===== config.mk =====
export PLATFORM = sky130hd
export DESIGN_NAME = intc_accept_ctrl
export DESIGN_NICKNAME = d
export VERILOG_FILES = /design/src/rtl/intc_pkg.sv /design/src/rtl/intc_prio_enc.sv /design/src/rtl/intc_accept_ctrl.sv
export SDC_FILE = /design/constraint.sdc
export NUM_CORES = 1
export LEC_CHECK = 0
export CAP_MARGIN = 40
export CORE_ASPECT_RATIO = 0.6
export CORE_MARGIN = 2
export CORE_UTILIZATION = 35
export DETAILED_ROUTE_END_ITERATION = 16
export PLACE_DENSITY = 0.6
export SKIP_CTS_REPAIR_TIMING = 1
export SYNTH_ARGS = -nofsm -noshare
export SYNTH_HDL_FRONTEND = slang
export SYNTH_HIERARCHICAL = 1
export SYNTH_SLANG_ARGS = --single-unit

===== constraint.sdc =====
create_clock -name clk -period 2.7 [get_ports clk]
set_input_delay 0.54 -clock clk [delete_from_list [all_inputs] [get_ports clk]]
set_output_delay 0.54 -clock clk [all_outputs]
set_load 0.01 [all_outputs]

===== src/rtl/intc_pkg.sv =====
// Shared types and default sizing for the interrupt acceptance controller.
package intc_pkg;

   localparam int LINE_WIDTH_FULL_DEF = 5;
   localparam int TIMEOUT_CYC_DEF     = 16;

   typedef enum logic [1:0] {
      IDLE    = 2'd0,
      REQ     = 2'd1,
      SERVICE = 2'd2
   } intc_state_e;

endpackage


===== src/rtl/intc_prio_enc.sv =====
// Lowest-index-first priority encoder: index 0 is the highest priority line.
module intc_prio_enc #(
   parameter int WIDTH = 5,
   parameter int IDX_W = 3
) (
   input  logic [WIDTH-1:0] req,
   output logic             valid,
   output logic [IDX_W-1:0] index
);

   // Scan from the top down so the lowest set index is the last one written.
   always_comb begin
      valid = 1'b0;
      index = '0;
      for (int i = WIDTH - 1; i >= 0; i--) begin
         if (req[i]) begin
            valid = 1'b1;
            index = IDX_W'(i);
         end
      end
   end

endmodule


===== src/rtl/intc_accept_ctrl.sv =====
// Sequential interrupt acceptance: pick the highest-priority pending line,
// present it to the CPU with req/ack, clear the source, hold until EOI.
//
// state   | meaning
// --------+-----------------------------------------------------------
// IDLE    | nothing presented; accept a new request when enabled
// REQ     | cpu_irq high, waiting for ack; may retarget, cancel, time out
// SERVICE | line accepted and cleared; waiting for end-of-interrupt
module intc_accept_ctrl
   import intc_pkg::*;
#(
   parameter  int LINE_WIDTH_FULL = LINE_WIDTH_FULL_DEF,
   parameter  int TIMEOUT_CYC     = TIMEOUT_CYC_DEF,
   localparam int VEC_W           = (LINE_WIDTH_FULL > 1) ? $clog2(LINE_WIDTH_FULL) : 1
) (
   input  logic                       clk,
   input  logic                       rst_n,
   input  logic [LINE_WIDTH_FULL-1:0] priority_selected,
   input  logic                       intc_en,
   input  logic                       cpu_ack,
   input  logic                       cpu_eoi,
   output logic                       cpu_irq,
   output logic [VEC_W-1:0]           irq_vector,
   output logic [LINE_WIDTH_FULL-1:0] irq_clr,
   output logic                       in_service,
   output logic                       irq_timeout
);

   localparam int                 TMO_W    = $clog2(TIMEOUT_CYC) + 1;
   localparam logic [TMO_W-1:0]   TMO_LAST = TMO_W'(TIMEOUT_CYC - 1);

   intc_state_e                state;
   logic [TMO_W-1:0]           tmo_cnt;
   logic                       enc_valid;
   logic [VEC_W-1:0]           enc_index;
   logic [LINE_WIDTH_FULL-1:0] vec_onehot;
   logic                       cur_pending;

   intc_prio_enc #(
      .WIDTH (LINE_WIDTH_FULL),
      .IDX_W (VEC_W)
   ) u_prio_enc (
      .req   (priority_selected),
      .valid (enc_valid),
      .index (enc_index)
   );

   // One-hot of the presented line, used both for the clear pulse and to
   // check whether the presented request has been withdrawn.
   assign vec_onehot  = LINE_WIDTH_FULL'(1) << irq_vector;
   assign cur_pending = |(priority_selected & vec_onehot);

   // Acceptance FSM with timeout counter; every output is a register.
   always_ff @(posedge clk or negedge rst_n) begin
      if (!rst_n) begin
         state       <= IDLE;
         tmo_cnt     <= '0;
         cpu_irq     <= 1'b0;
         irq_vector  <= '0;
         irq_clr     <= '0;
         in_service  <= 1'b0;
         irq_timeout <= 1'b0;
      end else begin
         irq_clr     <= '0;
         irq_timeout <= 1'b0;
         case (state)
            IDLE: begin
               if (intc_en && enc_valid) begin
                  irq_vector <= enc_index;
                  cpu_irq    <= 1'b1;
                  tmo_cnt    <= '0;
                  state      <= REQ;
               end
            end
            REQ: begin
               // Ack binds to the vector driven this cycle, so it beats
               // withdrawal and retargeting.
               if (cpu_ack) begin
                  cpu_irq    <= 1'b0;
                  in_service <= 1'b1;
                  irq_clr    <= vec_onehot;
                  state      <= SERVICE;
               end else if (!intc_en || !cur_pending) begin
                  cpu_irq <= 1'b0;
                  state   <= IDLE;
               end else if (enc_index < irq_vector) begin
                  irq_vector <= enc_index;
                  tmo_cnt    <= '0;
               end else if (tmo_cnt == TMO_LAST) begin
                  irq_timeout <= 1'b1;
                  cpu_irq     <= 1'b0;
                  state       <= IDLE;
               end else if (tmo_cnt != '1) begin
                  tmo_cnt <= tmo_cnt + TMO_W'(1);
               end
            end
            SERVICE: begin
               if (cpu_eoi) begin
                  in_service <= 1'b0;
                  state      <= IDLE;
               end
            end
            default: state <= IDLE;
         endcase
      end
   end

endmodule

==> results of run 1 <==
==> layout by cell type, fill, tap and decap left out, types with 2 or more instances in the layout <==
cell	count
clkdlybuf4s50_1	19
o311ai_1	2
nor2b_1	2
buf_4	9
nand2_1	2
dfrtp_1	18
nand2b_1	7
mux2_2	2
a22o_1	2
nor2_1	7
o21ai_0	3
a21oi_1	6
inv_1	6
nand3_1	4
mux2_1	3
nor3_1	3
clkbuf_8	4
ha_1	5
o21bai_1	2
==> per-stage QoR <==
step / cells / utilization / setup WS, ns / instance area [um2]
floorplan: 99 / - / 0.2946 / 1015
global placement: 161 / 0.4667 / -0.09745 / 1314
detailed placement: 161 / 0.4667 / -0.2205 / 1314
CTS: 165 / 0.4862 / 0.03193 / 1369
global route: 165 / 0.4933 / 0.01570 / 1389
finish: 165 / 0.4933 / 0.1206 / 1389
==> routing by layer <==
metal | global-route usage | vias to the layer above
met5 | 0 | -
met4 | 0.03273 | 0
met3 | 0.05310 | 2
met2 | 0.2071 | 33
met1 | 0.2387 | 402
li1 | - | 428
==> flip-flops by register name, indices dropped and copies added, names as in the netlist <==
| signal | flops |
|---|---|
| state | 2 |
| cpu_irq | 1 |
| in_service | 1 |
| irq_timeout | 1 |
| irq_vector | 3 |
| tmo_cnt | 5 |
| irq_clr | 5 |
==> cell type report <==
class | instances | share of cell area
multi-input cells | 73 | 0.3919
repair buffers | 29 | 0.1946
inverters | 7 | 0.01892
clock buffers | 4 | 0.03964
flip-flops and latches | 18 | 0.3243
well taps | 34 | 0.03063
==> kinds of logic (layout without fill, tap and decap cells) <==
| logic type | after synthesis | in the layout | synth area share |
|---|---|---|---|
| AO/OA/AOI/OAI | 25 | 25 | 0.1763 |
| adder cells (fa/ha/maj) | 5 | 5 | 0.06165 |
| buffers and inverters | 8 | 40 | 0.03699 |
| flip-flops | 18 | 18 | 0.4439 |
| multiplexers | 6 | 6 | 0.06535 |
| AND/OR/NAND/NOR | 37 | 37 | 0.2158 |
==> power groups by stage <==
stage	clock [mW]	combinational, mW	sequential (mW)
3_5_place_dp	0	0.402	0.379
5_1_grt	0.250	0.448	0.381
6_report	0.221	0.412	0.373
2_1_floorplan	0	0.239	0.380
3_3_place_gp	0	0.398	0.375
4_1_cts	0.228	0.402	0.374
==> how the worst min path moves through the flow <==
stage	end	slack [ns]	depth (start not counted)
finish	tmo_cnt[3]	0.51	1
global route	tmo_cnt[3]	0.52	1
CTS	tmo_cnt[3]	0.50	1
detailed placement	tmo_cnt[3]	0.49	1
global placement	tmo_cnt[3]	0.48	1
floorplan	cpu_irq	0.24	0
==> impl_metrics.csv, run 1 <==
group,metric,value,unit
status,outcome,"completed",
layout,regArea,450.4,um2
timing,fin_skew,0.002757,ns
drt,wl_met2,888,um
synth,synth_common_cells,"18 x dfrtp_1, 7 x nand2b_1, 7 x nor2_1",
synth,ys.flop_type,"dfrtp_1",
drt,dr.pass1.iters,5,
layout,fill_cells,256,
clocking,clk_latency,0.25,ns
timing,setup_violations,0,
synth,ys_top_cells_by_area,"dfrtp_1 44%, ha_1 6.2%, nand2b_1 4.3%",
power,clock_power_share,0.219,
clocking,cts_sinks,18,
critical_path,crit_slowest_cell,"or4_4",
drt,wl_met3,190,um
die,pin_count,21,
critical_path,endpoint,"tmo_cnt[3]",
die,rows,15,
critical_path,start_kind,"primary input",
critical_path,slowest_delay,0.54,ns
layout,diodes,0,
synth,syn_inst,99,
drt,postRouteAntennaNets,0,
place,io_buffer_count,20,
synth,netlist_area,1015,um2
critical_path,crit_cells,9,
power,p_int,0.6614,mW
drt,wire_per_inst,13.63,um
min_path,min_from,"tmo_cnt[3]",
global_route,grt_pass1_vias,766,
power,p_per_area,724.3,nW/um2
critical_path,crit_family,"simple AND/OR/NAND/NOR gates",
timing,tightest_slew,0.8102,ns
drt,highest_layer,"met4",
timing,hold_viol,0,
clocking,clk_pin_slew,0.07,ns
timing,period_share,0.9553,
power,power,1.006,mW
synth,synth-seq-area-share,0.4439,
critical_path,worstPathArrival,2.74,ns
power,p_leak,0.6116,nW
timing,relSlewSlack,0.4582,
critical_path,r2r-start,"tmo_cnt[0]",
drt,vias,865,
power,ir_drop,376.3,uV
timing,finalMaxSlewViolations,0,
global_route,grt_overflow,0,
die,dieArea,3360,um2
synth,yosysTopAreaCell,"dfrtp_1",
synth,async_flop_share,1.000,
drt,wl,2249,um
synth,yosysWarnings,6,
place,hpwl,1764,um
layout,multi_input_area,544.3,um2
critical_path,rr_worst_depth,6,
critical_path,crit_type,"primary input to flop",
critical_path,crit_buf_inv,1,
timing,holdWs,0.5116,ns
global_route,antenna_found_initial,0,
synth,synth_area_per_cell,10.25,um2
timing,fin_crit,2.579,ns
critical_path,cp-startpoint,"priority_selected[1]",
critical_path,cp.required,2.86,ns
place,gp_congestion,0.8487,
min_path,hold_class,"flop to flop",
timing,tns,0,ns
synth,yosysTopAreaCellShare,0.4439,
global_route,grt_first_pass_wirelength,3781,um
timing,rsz0062_at_grt,"no",
drt,avgViaCountPerCell,5.242,
synth,synthesis.nets,114,
layout,drive_above_1_share,0.1756,
die,chipWidth,73.51,um
power,swShare,0.3425,
die,die_y,45.71,um
global_route,track_usage,0.1554,
drt,drcViolationCount,0,
clocking,cts_buffer_depth,2,
drt,drt_iter0_drc,51,
die,initial_utilization,0.3604,
synth,yosys.cell_types.count,39,
power,pwr-share-seq,0.371,
timing,clock.fmax,387.7,MHz
die,core_area,2815,um2
layout,syn2layout_area_growth,36.87,%
critical_path,crit_fanout,3,
layout,nets,147,
drt,wl_met1,1159,um
critical_path,cpMostUsedCell,"nand2_1",
synth,synth_most_common_cell,"dfrtp_1",
clocking,cts_buffers,3,
power,p_sw,0.3445,mW
synth,synth-edff-count,0,
global_route,grt_max_degree,19,
critical_path,path_cells,"clkdlybuf4s50_1, nor4_4, and2_1, ha_1, nand2_1, o21ai_2, nand2_1, or4_4, o31ai_1",
run,cap_violations,0,
clocking,h-tree-depth,1,
critical_path,cp-end-kind,"flop",
critical_path,rrSetupSlack,0.46,ns
critical_path,reg2reg_to,"tmo_cnt[3]",
clocking,cts_root_buffer,"clkbuf_8",
synth,ys_ff_latch,18,
power,p_comb_frac,0.410,
clocking,cts_tree,"built",
Note: power is estimated with default switching activity, not from simulation.
==> run 2: changes to the inputs <==
--- a/config.mk
+++ b/config.mk
@@ -7,7 +7,7 @@
 export LEC_CHECK = 0
 export CAP_MARGIN = 40
 export CORE_ASPECT_RATIO = 0.6
-export CORE_MARGIN = 2
+export CORE_MARGIN = 3
 export CORE_UTILIZATION = 35
 export DETAILED_ROUTE_END_ITERATION = 16
 export PLACE_DENSITY = 0.6
==> run 2 against run 1 <==
Register-to-register slack got worse by 0.04 ns. Hold slack improved by 0.022 ns. Cell count did not move. Setup slack improved by 0.014 ns. Critical path depth did not move. Sequential power barely moved. Critical endpoint unchanged.
==> impl_metrics.csv, run 2 (same netlist as run 1, synthesis figures left out) <==
group,metric,value,unit
die,core_area,2628,um2
min_path,holdPathStages,1,
drt,avgViaCountPerCell,5.333,
critical_path,cp-end-kind,"flop",
place,place_area,1319,um2
timing,clock.fmax,389.9,MHz
timing,fin_crit,2.565,ns
timing,relSlewSlack,0.4588,
critical_path,rr_worst_depth,6,
timing,setup_violations,0,
min_path,holdPathEnd,"state[0]",
layout,fin_util,0.5352,
place,io_buffer_count,20,
clocking,clk_pin_slew,0.06,ns
clocking,cts_root_buffer,"clkbuf_8",
power,power,0.9757,mW
min_path,min_from,"state[1]",
global_route,grt_pass1_vias,803,
clocking,cts_tree,"built",
timing,hold_viol,0,
layout,syn2layout_area_growth,38.59,%
drt,drcViolationCount,0,
layout,drive_above_1_share,0.1955,
drt,wire_per_inst,14.41,um
layout,final_cell_mix,"18 x dfrtp_1, 17 x clkdlybuf4s50_1, 12 x buf_4, 7 x nor2_1, 7 x nand2b_1",
critical_path,crit_type,"primary input to flop",
layout,layout_commonest_cell,"dfrtp_1",
place,gp_congestion,0.8085,
timing,fin_skew,0.005373,ns
global_route,grt_first_pass_wirelength,3933,um
global_route,grt_overflow,0,
run,cap_violations,0,
layout,nets,150,
die,die_y,47.71,um
clocking,clk_latency,0.25,ns
critical_path,start_kind,"primary input",
layout,final_cells,165,
clocking,cts_buffer_depth,2,
layout,diodes,0,
critical_path,cp.required,2.85,ns
critical_path,worstPathArrival,2.72,ns
die,rows,14,
critical_path,crit_fanout,3,
power,p_per_area,693.8,nW/um2
global_route,grt_max_degree,19,
layout,top_regs,"irq_clr: 5 flops, tmo_cnt: 5 flops, irq_vector: 3 flops",
timing,tightest_slew,0.8093,ns
power,p_leak,0.6394,nW
place,hpwl,1848,um
timing,finalMaxSlewViolations,0,
status,outcome,"completed",
place,dp.cells,160,
die,pin_count,21,
drt,vias,880,
min_path,hold_class,"flop to flop",
critical_path,r2r-start,"tmo_cnt[0]",
timing,holdWs,0.5333,ns
timing,period_share,0.9500,
clocking,cts_sinks,18,
drt,dr.pass1.iters,4,
drt,wl,2378,um
global_route,antenna_found_initial,0,
die,chipWidth,75.51,um
critical_path,rrSetupSlack,0.42,ns
drt,postRouteAntennaNets,0,
die,dieArea,3602,um2
layout,finalInstanceArea,1406,um2
die,initial_utilization,0.3862,
power,ir_drop,356.5,uV
clocking,cts_buffers,3,
drt,drt_iter0_drc,48,
clocking,h-tree-depth,1,
critical_path,reg2reg_to,"tmo_cnt[3]",
global_route,track_usage,0.1503,
-- run 2: power by group --
| group | switching, mW | internal [mW] | leakage (nW) | total (mW) |
|---|---|---|---|---|
| Clock | 0.0796 | 0.0989 | 0.0216 | 0.179 |
| Sequential | 0.0605 | 0.315 | 0.240 | 0.375 |
| Combinational | 0.197 | 0.225 | 0.378 | 0.422 |
-- run 2: per-stage QoR --
| step | setup TNS (ns) | setup slack (ns) |
|---|---|---|
| detailed placement | -1.414 | -0.2452 |
| CTS | 0 | 0.03266 |
| global route | -0.009411 | -0.009411 |
| finish | 0 | 0.1350 |
| global placement | -0.7052 | -0.1859 |
| floorplan | 0 | 0.2946 |
-- run 2: final cells by class --
type                            count  area (um2)
Clock buffer                        3       41.29
Fill cell                         226        1221
Inverter                            7       26.28
Multi-Input combinational cell     73       550.5
Sequential cell                    18       450.4
Tap cell                           32       40.04
Timing Repair Buffer               32       297.8
-- run 2: routing by layer --
metal | part of all wire | track usage | vias to the layer above
li1 | - | - | 435
met1 | 0.50 | 0.2120 | 412
met5 | 0 | 0 | -
met4 | 0.0050 | 0.03136 | 0
met3 | 0.068 | 0.04822 | 2
met2 | 0.42 | 0.2281 | 31
-- run 2: how the worst max path moves through the flow --
stage / from / to / slack [ns] / cells past startpoint
4_1_cts: priority_selected[0] / tmo_cnt[3] / 0.03 / 9
6_report: priority_selected[0] / tmo_cnt[3] / 0.13 / 9
3_5_place_dp: priority_selected[0] / tmo_cnt[3] / -0.25 / 9
2_1_floorplan: priority_selected[0] / tmo_cnt[3] / 0.29 / 8
3_3_place_gp: priority_selected[3] / tmo_cnt[3] / -0.19 / 10
5_1_grt: priority_selected[0] / tmo_cnt[3] / -0.009 / 9
-- run 2: critical path: stages --
cell             delay, ns
clkdlybuf4s50_1       0.47
buf_4                 0.17
nor3_1                0.27
ha_1                  0.20
a21oi_1               0.06
o21ai_1               0.10
nand2_1               0.10
or4_4                 0.57
o31ai_2               0.25
